==> src/rtl/shift_serializer_ctrl.sv <==
// rtl/shift_serializer_ctrl.sv - MSB-first parallel-to-serial transmitter with framing and idle gap
// Words arrive over a valid/ready handshake and leave one bit per clock on o_so.
module shift_serializer_ctrl #(
  parameter int WIDTH = 8,
  parameter int GAP   = 2,
  localparam int CW   = (WIDTH > 1) ? $clog2(WIDTH) : 1
) (
  input  logic             i_clk,
  input  logic             i_rst,
  input  logic [WIDTH-1:0] i_din,
  input  logic             i_din_valid,
  output logic             o_din_ready,
  input  logic             i_flush,
  output logic             o_so,
  output logic             o_so_valid,
  output logic             o_sof,
  output logic             o_eof,
  output logic             o_busy,
  output logic [CW-1:0]    o_bit_cnt
);

  localparam int GW = (GAP > 1) ? $clog2(GAP) : 1;
  localparam logic [CW-1:0] BIT_LAST   = CW'(WIDTH - 1);
  localparam logic [CW-1:0] BIT_PENULT = CW'(WIDTH - 2);
  localparam logic [GW-1:0] GAP_LAST   = GW'((GAP > 0) ? GAP - 1 : 0);

  typedef enum logic [1:0] {ST_IDLE, ST_SHIFT, ST_GAP} state_t;

  state_t           r_state;
  logic [WIDTH-1:0] r_shreg;
  logic [CW-1:0]    r_bit_cnt;
  logic [GW-1:0]    r_gap_cnt;
  logic             r_so_valid;
  logic             r_sof;
  logic             r_eof;
  logic             r_busy;

  logic w_last_bit;
  logic w_last_gap;
  logic w_din_ready;
  logic w_accept;

  assign w_last_bit = (r_state == ST_SHIFT) && (r_bit_cnt == BIT_LAST);
  assign w_last_gap = (r_state == ST_GAP) && (r_gap_cnt == GAP_LAST);

  // With no gap the last data bit doubles as the reload slot, giving bubble-free streaming.
  assign w_din_ready = !i_rst && !i_flush &&
                       ((r_state == ST_IDLE) || ((GAP == 0) ? w_last_bit : w_last_gap));
  assign w_accept    = i_din_valid && w_din_ready;

  always_ff @(posedge i_clk) begin
    if (i_rst || i_flush) begin
      r_state    <= ST_IDLE;
      r_shreg    <= '0;
      r_bit_cnt  <= '0;
      r_gap_cnt  <= '0;
      r_so_valid <= 1'b0;
      r_sof      <= 1'b0;
      r_eof      <= 1'b0;
      r_busy     <= 1'b0;
    end else if (w_accept) begin
      r_state    <= ST_SHIFT;
      r_shreg    <= i_din;
      r_bit_cnt  <= '0;
      r_gap_cnt  <= '0;
      r_so_valid <= 1'b1;
      r_sof      <= 1'b1;
      r_eof      <= 1'b0;
      r_busy     <= 1'b1;
    end else begin
      unique case (r_state)
        ST_SHIFT: begin
          // Zero fill leaves the register clear once the last bit has gone out.
          r_shreg <= {r_shreg[WIDTH-2:0], 1'b0};
          r_sof   <= 1'b0;
          if (w_last_bit) begin
            r_bit_cnt  <= '0;
            r_gap_cnt  <= '0;
            r_so_valid <= 1'b0;
            r_eof      <= 1'b0;
            if (GAP == 0) begin
              r_state <= ST_IDLE;
              r_busy  <= 1'b0;
            end else begin
              r_state <= ST_GAP;
              r_busy  <= 1'b1;
            end
          end else begin
            r_bit_cnt <= r_bit_cnt + CW'(1);
            r_eof     <= (r_bit_cnt == BIT_PENULT);
          end
        end
        ST_GAP: begin
          if (w_last_gap) begin
            r_state   <= ST_IDLE;
            r_gap_cnt <= '0;
            r_busy    <= 1'b0;
          end else begin
            r_gap_cnt <= r_gap_cnt + GW'(1);
          end
        end
        default: begin
          r_state <= ST_IDLE;
        end
      endcase
    end
  end

  assign o_din_ready = w_din_ready;
  assign o_so        = r_shreg[WIDTH-1];
  assign o_so_valid  = r_so_valid;
  assign o_sof       = r_sof;
  assign o_eof       = r_eof;
  assign o_busy      = r_busy;
  assign o_bit_cnt   = r_bit_cnt;

endmodule

==> config.mk <==
export PLATFORM = sky130hd
export DESIGN_NAME = shift_serializer_ctrl
export DESIGN_NICKNAME = d
export VERILOG_FILES = /design/src/rtl/shift_serializer_ctrl.sv
export SDC_FILE = /design/constraint.sdc
export NUM_CORES = 1
export LEC_CHECK = 0
export BUFFER_PORTS_ARGS = -buffer_cell sky130_fd_sc_hd__buf_2
export CORE_MARGIN = 1.5
export CORE_UTILIZATION = 30
export DETAILED_ROUTE_END_ITERATION = 8
export PLACE_DENSITY_LB_ADDON = 0.08
export SETUP_SLACK_MARGIN = 0.15
export SYNTH_ARGS = -nofsm -noshare
export SYNTH_HDL_FRONTEND = slang
export SYNTH_SLANG_ARGS = --single-unit
==> constraint.sdc <==
create_clock -name i_clk -period 1.96 [get_ports i_clk]
set_clock_uncertainty 0.05 [all_clocks]
set_input_delay 0.294 -clock i_clk [delete_from_list [all_inputs] [get_ports i_clk]]
set_output_delay 0.294 -clock i_clk [all_outputs]
set_load 0.02 [all_outputs]
==> results.tsv, run 1 <==
stage	metric	value	unit
timing	post-route-period-util	82.53	%
job	cap_violations	0	
cts	ctsResizeCount	0	
timing	worst_slack	0.3424	ns
cts	clk_latency	0.29	ns
detailed_routing	drtIter0Drc	14	
critical_path	worstSetupPathType	reg2out	
power	internal_power	522.1	uW
final_layout	syn_to_final_growth	14.61	%
timing	grt_setup_unrepaired	false	
synth	muxShareOfSynthArea	0	%
timing	final.setup.tns	0	ns
power	leakage	0.0003919	uW
final_layout	diodes	0	
power	power_frac_seq	55.3	%
grt	grtUsageMet2	21.43	%
cts	clock_sinks	18	
synth	synth_xor_area_share	0.9831	%
final_layout	nets	135	
grt	grtUsageTotal	12.81	%
placement	pre_cts_slack	0.3976	ns
critical_path	critPathArrivalTime	1.27	ns
cts	ctsLongestPathBuffers	2	
power	switching_share	25.32	%
floorplan	start_util	32.03	%
floorplan	die_h	57.50	um
grt	grt_pass1_vias	767	
critical_path	crit_required	1.62	ns
power	max-vdd-ir-drop	0.4041	mV
timing	timing.fmax	618.2	MHz
detailed_routing	ant_nets	0	
critical_path	cp_slowest_cell	dfxtp_1	
critical_path	max_stage_delay	0.52	ns
power	p_comb_share	11.4	%
cts	holdBufCountCts	0	
cts	cts-root-buf	clkbuf_4	
grt	antenna_found_initial	0	
cts	cts_tree	done	
synth	synth_cell_types	31	
timing	finalSetupViolations	0	
floorplan	rows	19	
grt	grtUsageMet1	16.02	%
power	switching_power	177.0	uW
final_layout	final_common_cell	buf_2	
final_layout	mostFrequentLayoutCells	buf_2 (20), nand2_1 (18), dfxtp_1 (18)	
detailed_routing	post_drt_wl_per_cell	13.06	um
detailed_routing	routed_wl	1959	um
synth	syn_avg_cell_area	8.820	um2
placement	port-buffer-count	20	
placement	place_hpwl	1386	um
synth	synth-seq-cells	18	
floorplan	dieArea	3306	um2
synth	syn_inst	101	
min_path	hp-class	in2reg	
critical_path	crit_buf_inv	1	
timing	min_period	1.618	ns
grt	top_usage_layer	met2	
critical_path	crit_path_end_kind	output pin	
synth	synth_top_family_by_area	simple AND/OR/NAND/NOR gates	
synth	synth_compound_area_share	23.31	%
synth	yosysSeqAreaShare	40.45	%
timing	tightest_slew	0.4936	ns
critical_path	critPathMaxFanout	11	
floorplan	io_pins	21	
floorplan	core	2781	um2
grt	grt_overflow	0	
power	p_per_area	684.7	nW/um2
synth	synth_fa_ha_area_share	4.213	%
detailed_routing	viasPerCell	5.120	
synth	synth_warnings	0	
detailed_routing	dr.pass1.iters	4	
placement	place_congestion	0.6977	
cts	clk_pin_slew	0.11	ns
timing	drv_slew	0	
grt	grt_max_degree	14	
outcome	status	finished, final reports clean	
synth	yosys.area_share.simple	24.72	%
cts	cts_inserted_buffers	3	
timing	hold_viol_final	0	
detailed_routing	via_count	768	
synth	netlist_area	890.9	um2
timing	max_slew_margin	66.97	%
final_layout	drive_gt1_share	27.73	%
critical_path	start_kind	flop	
critical_path	worstPathCellList	nor2b_1 > nor3_1 > buf_2	
detailed_routing	drcViolationCount	0	
synth	synth_fp_nets	116	
floorplan	die_x	57.50	um
power	pwr-share-clk	33.3	%
grt	use_met3	4.762	%
grt	grt_pass1_wl	3332	um
timing	whs	0.1991	ns
critical_path	critPathTopFamily	flip-flops	
cts	h-tree-depth	1	
cts	cts_setup_buffers	0	
## state kept, by name, summed over array words and instances (netlist names)
register    cells
r_shreg         8
o_bit_cnt       3
r_state         2
o_busy          1
o_eof           1
o_so_valid      1
o_sof           1
r_gap_cnt       1
## cell type report
class / count / area (um2)
Fill cell: 305 / 1760
Multi-Input combinational cell: 75 / 474.2
Sequential cell: 18 / 360.3
Timing Repair Buffer: 21 / 107.6
Tap cell: 31 / 38.79
Clock buffer: 4 / 36.28
Inverter: 1 / 3.754
## power groups by stage
stage	sequential [uW]	clock (uW)	combinational, uW
after floorplan	398	0	54.0
after global placement	395	0	80.8
after detailed placement	395	0	80.7
after CTS	387	244	81.0
after global routing	389	258	88.9
final	387	233	79.6
## cell families after synthesis
kind of cell | after synthesis
adder cells (fa/ha/maj) | 3
AO/OA/AOI/OAI | 31
XOR/XNOR | 1
flip-flops | 18
AND/OR/NAND/NOR | 40
buffers and inverters | 8
## path summary, 6_finish.rpt
path,from,slack (ns),cells past startpoint,endpoint
worst max-delay path,r_state[1]$_SDFFE_PP0P_,0.34,3,o_din_ready
worst min-delay path,i_din[0],0.20,3,r_shreg[0]$_SDFFE_PP0P_
worst min register to register,o_so_valid$_SDFFE_PP0P_,0.41,2,o_so_valid$_SDFFE_PP0P_
worst max register to register,r_state[0]$_SDFFE_PP0P_,0.42,3,o_eof$_SDFFE_PP0P_
## synth_stat cells, drive strengths merged
library cell	instances	area share (%)
a21o	1	0.84
nand3b	1	0.84
nor2	3	1.3
nand2	19	8.3
clkbuf	1	0.42
buf	6	5.5
inv	1	0.42
xnor2	1	0.98
ha	3	4.2
nor4bb	2	2.2
a31oi	6	4.2
o21ai	2	1.5
nor3	2	1.1
nand4b	1	0.98
o211ai	2	1.7
nor2b	4	3.4
or3	1	0.70
a21oi	11	6.2
a211oi	2	2.8
o31ai	6	5.1
nand2b	4	3.7
dfxtp	18	40
or2	1	0.70
a32oi	1	0.98
nand3	1	0.56
or3b	1	0.98
## metal layers
metal	vias up	wire, um
met1	357	913
met5	-	0
met2	14	927
li1	395	-
met3	2	103
met4	0	15
## worst min-delay path: stages
cell and delay [ns]:
buf_2 0.10, nand3_1 0.06, a21oi_1 0.06
## stage by stage
| stage | utilization, % | area (um2) | cells | total power (uW) |
|---|---|---|---|---|
| final | 36.71 | 1021 | 150 | 699.1 |
| after floorplan | - | 890.9 | 101 | 451.9 |
| after global routing | 36.71 | 1021 | 150 | 736.6 |
| after CTS | 36.71 | 1021 | 150 | 712.4 |
| after detailed placement | 35.40 | 984.7 | 146 | 476.2 |
| after global placement | 35.40 | 984.7 | 146 | 476.0 |
(Power assumes the default switching activity.)
==> run 2: changes to the inputs <==
==> constraint.sdc (replaced) <==
create_clock -name i_clk -period 1.5 [get_ports i_clk]
set_clock_uncertainty 0.05 [all_clocks]
set_input_delay 0.225 -clock i_clk [delete_from_list [all_inputs] [get_ports i_clk]]
set_output_delay 0.225 -clock i_clk [all_outputs]
set_load 0.02 [all_outputs]
==> run 2 against run 1 <==
  * Critical path depth increased by 1
  * Non-clock buffer count increased by 12
  * Largest cell class unchanged
  * Wire length increased by 12%
  * Critical path type unchanged
  * Sequential cell count unchanged
  * Count of clock-buffer cells in the layout unchanged
  * Register-to-register slack got worse by 0.23 ns
  * Clock power increased by 30%
  * Critical endpoint unchanged
  * Sequential share of layout area decreased by 3.3 points
==> results.tsv, run 2 (synthesized netlist as in run 1, its figures left out) <==
stage	metric	value	unit	change
outcome	status	finished, final reports clean		
detailed_routing	drcViolationCount	0		unchanged
critical_path	start_kind	flop		
critical_path	critPathArrivalTime	1.16	ns	-0.11 ns
cts	h-tree-depth	1		unchanged
critical_path	cp_slowest_cell	dfxtp_4		
final_layout	regMostFlops	r_shreg		
critical_path	crit_top_cell	buf_4		
job	cap_violations	0		unchanged
cts	ctsLongestPathBuffers	2		unchanged
floorplan	core	2781	um2	unchanged
detailed_routing	ant_nets	0		unchanged
final_layout	final_common_cell	buf_2		
final_layout	post-route-util	41.75	%	+5.0 points
cts	clk_pin_slew	0.11	ns	about the same
cts	clock_sinks	18		unchanged
cts	cts_inserted_buffers	3		unchanged
placement	port-buffer-count	20		unchanged
cts	clk_latency	0.30	ns	about the same
final_layout	fin_area	1161	um2	+14%
detailed_routing	post_drt_wl_per_cell	13.49	um	+3.3%
critical_path	r2r_end	o_bit_cnt[0]$_SDFFE_PP0P_		
power	leakage	0.0004541	uW	+16%
grt	grt_pass1_vias	791		+3.1%
floorplan	die_x	57.50	um	unchanged
timing	max_slew_margin	79.47	%	+12 points
critical_path	worstSetupPathType	reg2out		
critical_path	worstPathCellList	nor2b_1 > buf_4 > nor3_2 > buf_4		
grt	grt_pass1_wl	3753	um	+13%
critical_path	critPathMaxFanout	2		-9
grt	grt_overflow	0		unchanged
floorplan	io_pins	21		unchanged
final_layout	drive_gt1_share	42.75	%	+15 points
floorplan	die_h	57.50	um	unchanged
detailed_routing	via_count	817		+6.4%
min_path	hp-class	in2reg		
critical_path	max_stage_delay	0.35	ns	-0.17 ns
critical_path	cp-endpoint	o_din_ready		
grt	grt_max_degree	14		unchanged
placement	place_hpwl	1480	um	+6.8%
final_layout	mostFrequentLayoutCells	buf_2 (19), nand2_1 (18), buf_4 (14)		
timing	tightest_slew	0.3038	ns	-0.1898 ns
detailed_routing	dr.pass1.iters	4		unchanged
cts	cts-root-buf	clkbuf_4		
timing	whs	0.1516	ns	-0.04753 ns
timing	post-route-period-util	95.43	%	
final_layout	nets	147		+8.9%
critical_path	crit_required	1.22	ns	-0.40 ns
timing	final.setup.tns	0	ns	unchanged
final_layout	syn_to_final_growth	30.34	%	
detailed_routing	viasPerCell	5.043		-1.5%
critical_path	r2r-start	o_bit_cnt[0]$_SDFFE_PP0P_		
timing	finalSetupViolations	0		unchanged
timing	grt_setup_unrepaired	true		
floorplan	rows	19		unchanged
critical_path	r2r_setup_slack	0.19	ns	-0.23 ns
critical_path	crit_path_end_kind	output pin		
timing	hold_viol_final	0		unchanged
min_path	min_from	i_din[0]		
placement	place_area	1032	um2	+4.8%
floorplan	dieArea	3306	um2	unchanged
grt	grtUsageTotal	14.64	%	+1.8 points
cts	holdBufCountCts	0		unchanged
timing	min_period	1.431	ns	
placement	place_congestion	0.7260		+4.1%
grt	antenna_found_initial	0		unchanged
detailed_routing	routed_wl	2185	um	+12%
critical_path	startpoint	r_state[1]$_SDFFE_PP0P_		
timing	timing.fmax	698.6	MHz	
critical_path	worstRegToRegCells	4		+1
floorplan	start_util	32.03	%	unchanged
final_layout	largest_reg_flops	8		unchanged
power	max-vdd-ir-drop	0.3353	mV	-17%
timing	drv_slew	0		unchanged
power	p_per_area	803.7	nW/um2	+17%
detailed_routing	drtIter0Drc	52		+38
cts	cts_tree	done		
final_layout	diodes	0		unchanged
[run 2: changes by cell type in the layout (fill, tap and decap cells not counted), sizes merged]
cell  before  now
buf       21   33
[run 2: where the power goes]
part	internal (uW)	leakage [uW]	switching, uW
logic	57.2	0.000284	72.8
clock network	148	0.0000210	156
registers	490	0.000150	9.45
total	695	0.000454	238
[run 2: repair_timing]
item                                    CTS  global route
buffers inserted                          4             3
resized for setup                         7             5
pin swaps                                 0             1
endpoints found under the setup margin    7            13
[run 2: area by class of cell]
type                    count  area [um2]
fillers                   295        1620
multi-input cells          75       510.5
flip-flops and latches     18       371.6
repair buffers             33       200.2
well taps                  31       38.79
clock buffers               4       36.28
inverters                   1       3.754
[run 2: worst max-delay path: cells and delay by family, from the launching register on]
family	cells	cell delay (ns)
simple gates	2	0.22
flops	1	0.35
buf+inv	2	0.29
[run 2: how the worst min path moves through the flow]
stage,slack [ns],endpoint,depth (start not counted)
global placement,0.39,o_eof$_SDFFE_PP0P_,2
floorplan,0.32,r_shreg[0]$_SDFFE_PP0P_,2
finish,0.15,r_shreg[0]$_SDFFE_PP0P_,3
CTS,0.14,r_shreg[0]$_SDFFE_PP0P_,3
global route,0.15,r_shreg[0]$_SDFFE_PP0P_,3
detailed placement,0.40,o_eof$_SDFFE_PP0P_,2
[run 2: routing by layer]
| metal | routed length, um | share of wire, % | global-route usage (%) |
|---|---|---|---|
| met1 | 1080 | 49 | 21.20 |
| met5 | 0 | 0 | 0 |
| met2 | 1017 | 47 | 21.59 |
| met3 | 71 | 3.2 | 2.948 |
| met4 | 17 | 0.78 | 4.983 |
[run 2: stage by stage]
stage                     worst slack, ns  power [uW]  std cells
final                             0.06858       933.2        162
after global routing             0.003008       985.6        162
after CTS                         0.03005       947.6        159
after detailed placement           0.1432       633.0        151
after global placement             0.1831       632.3        151
after floorplan                    0.1615       591.6        101
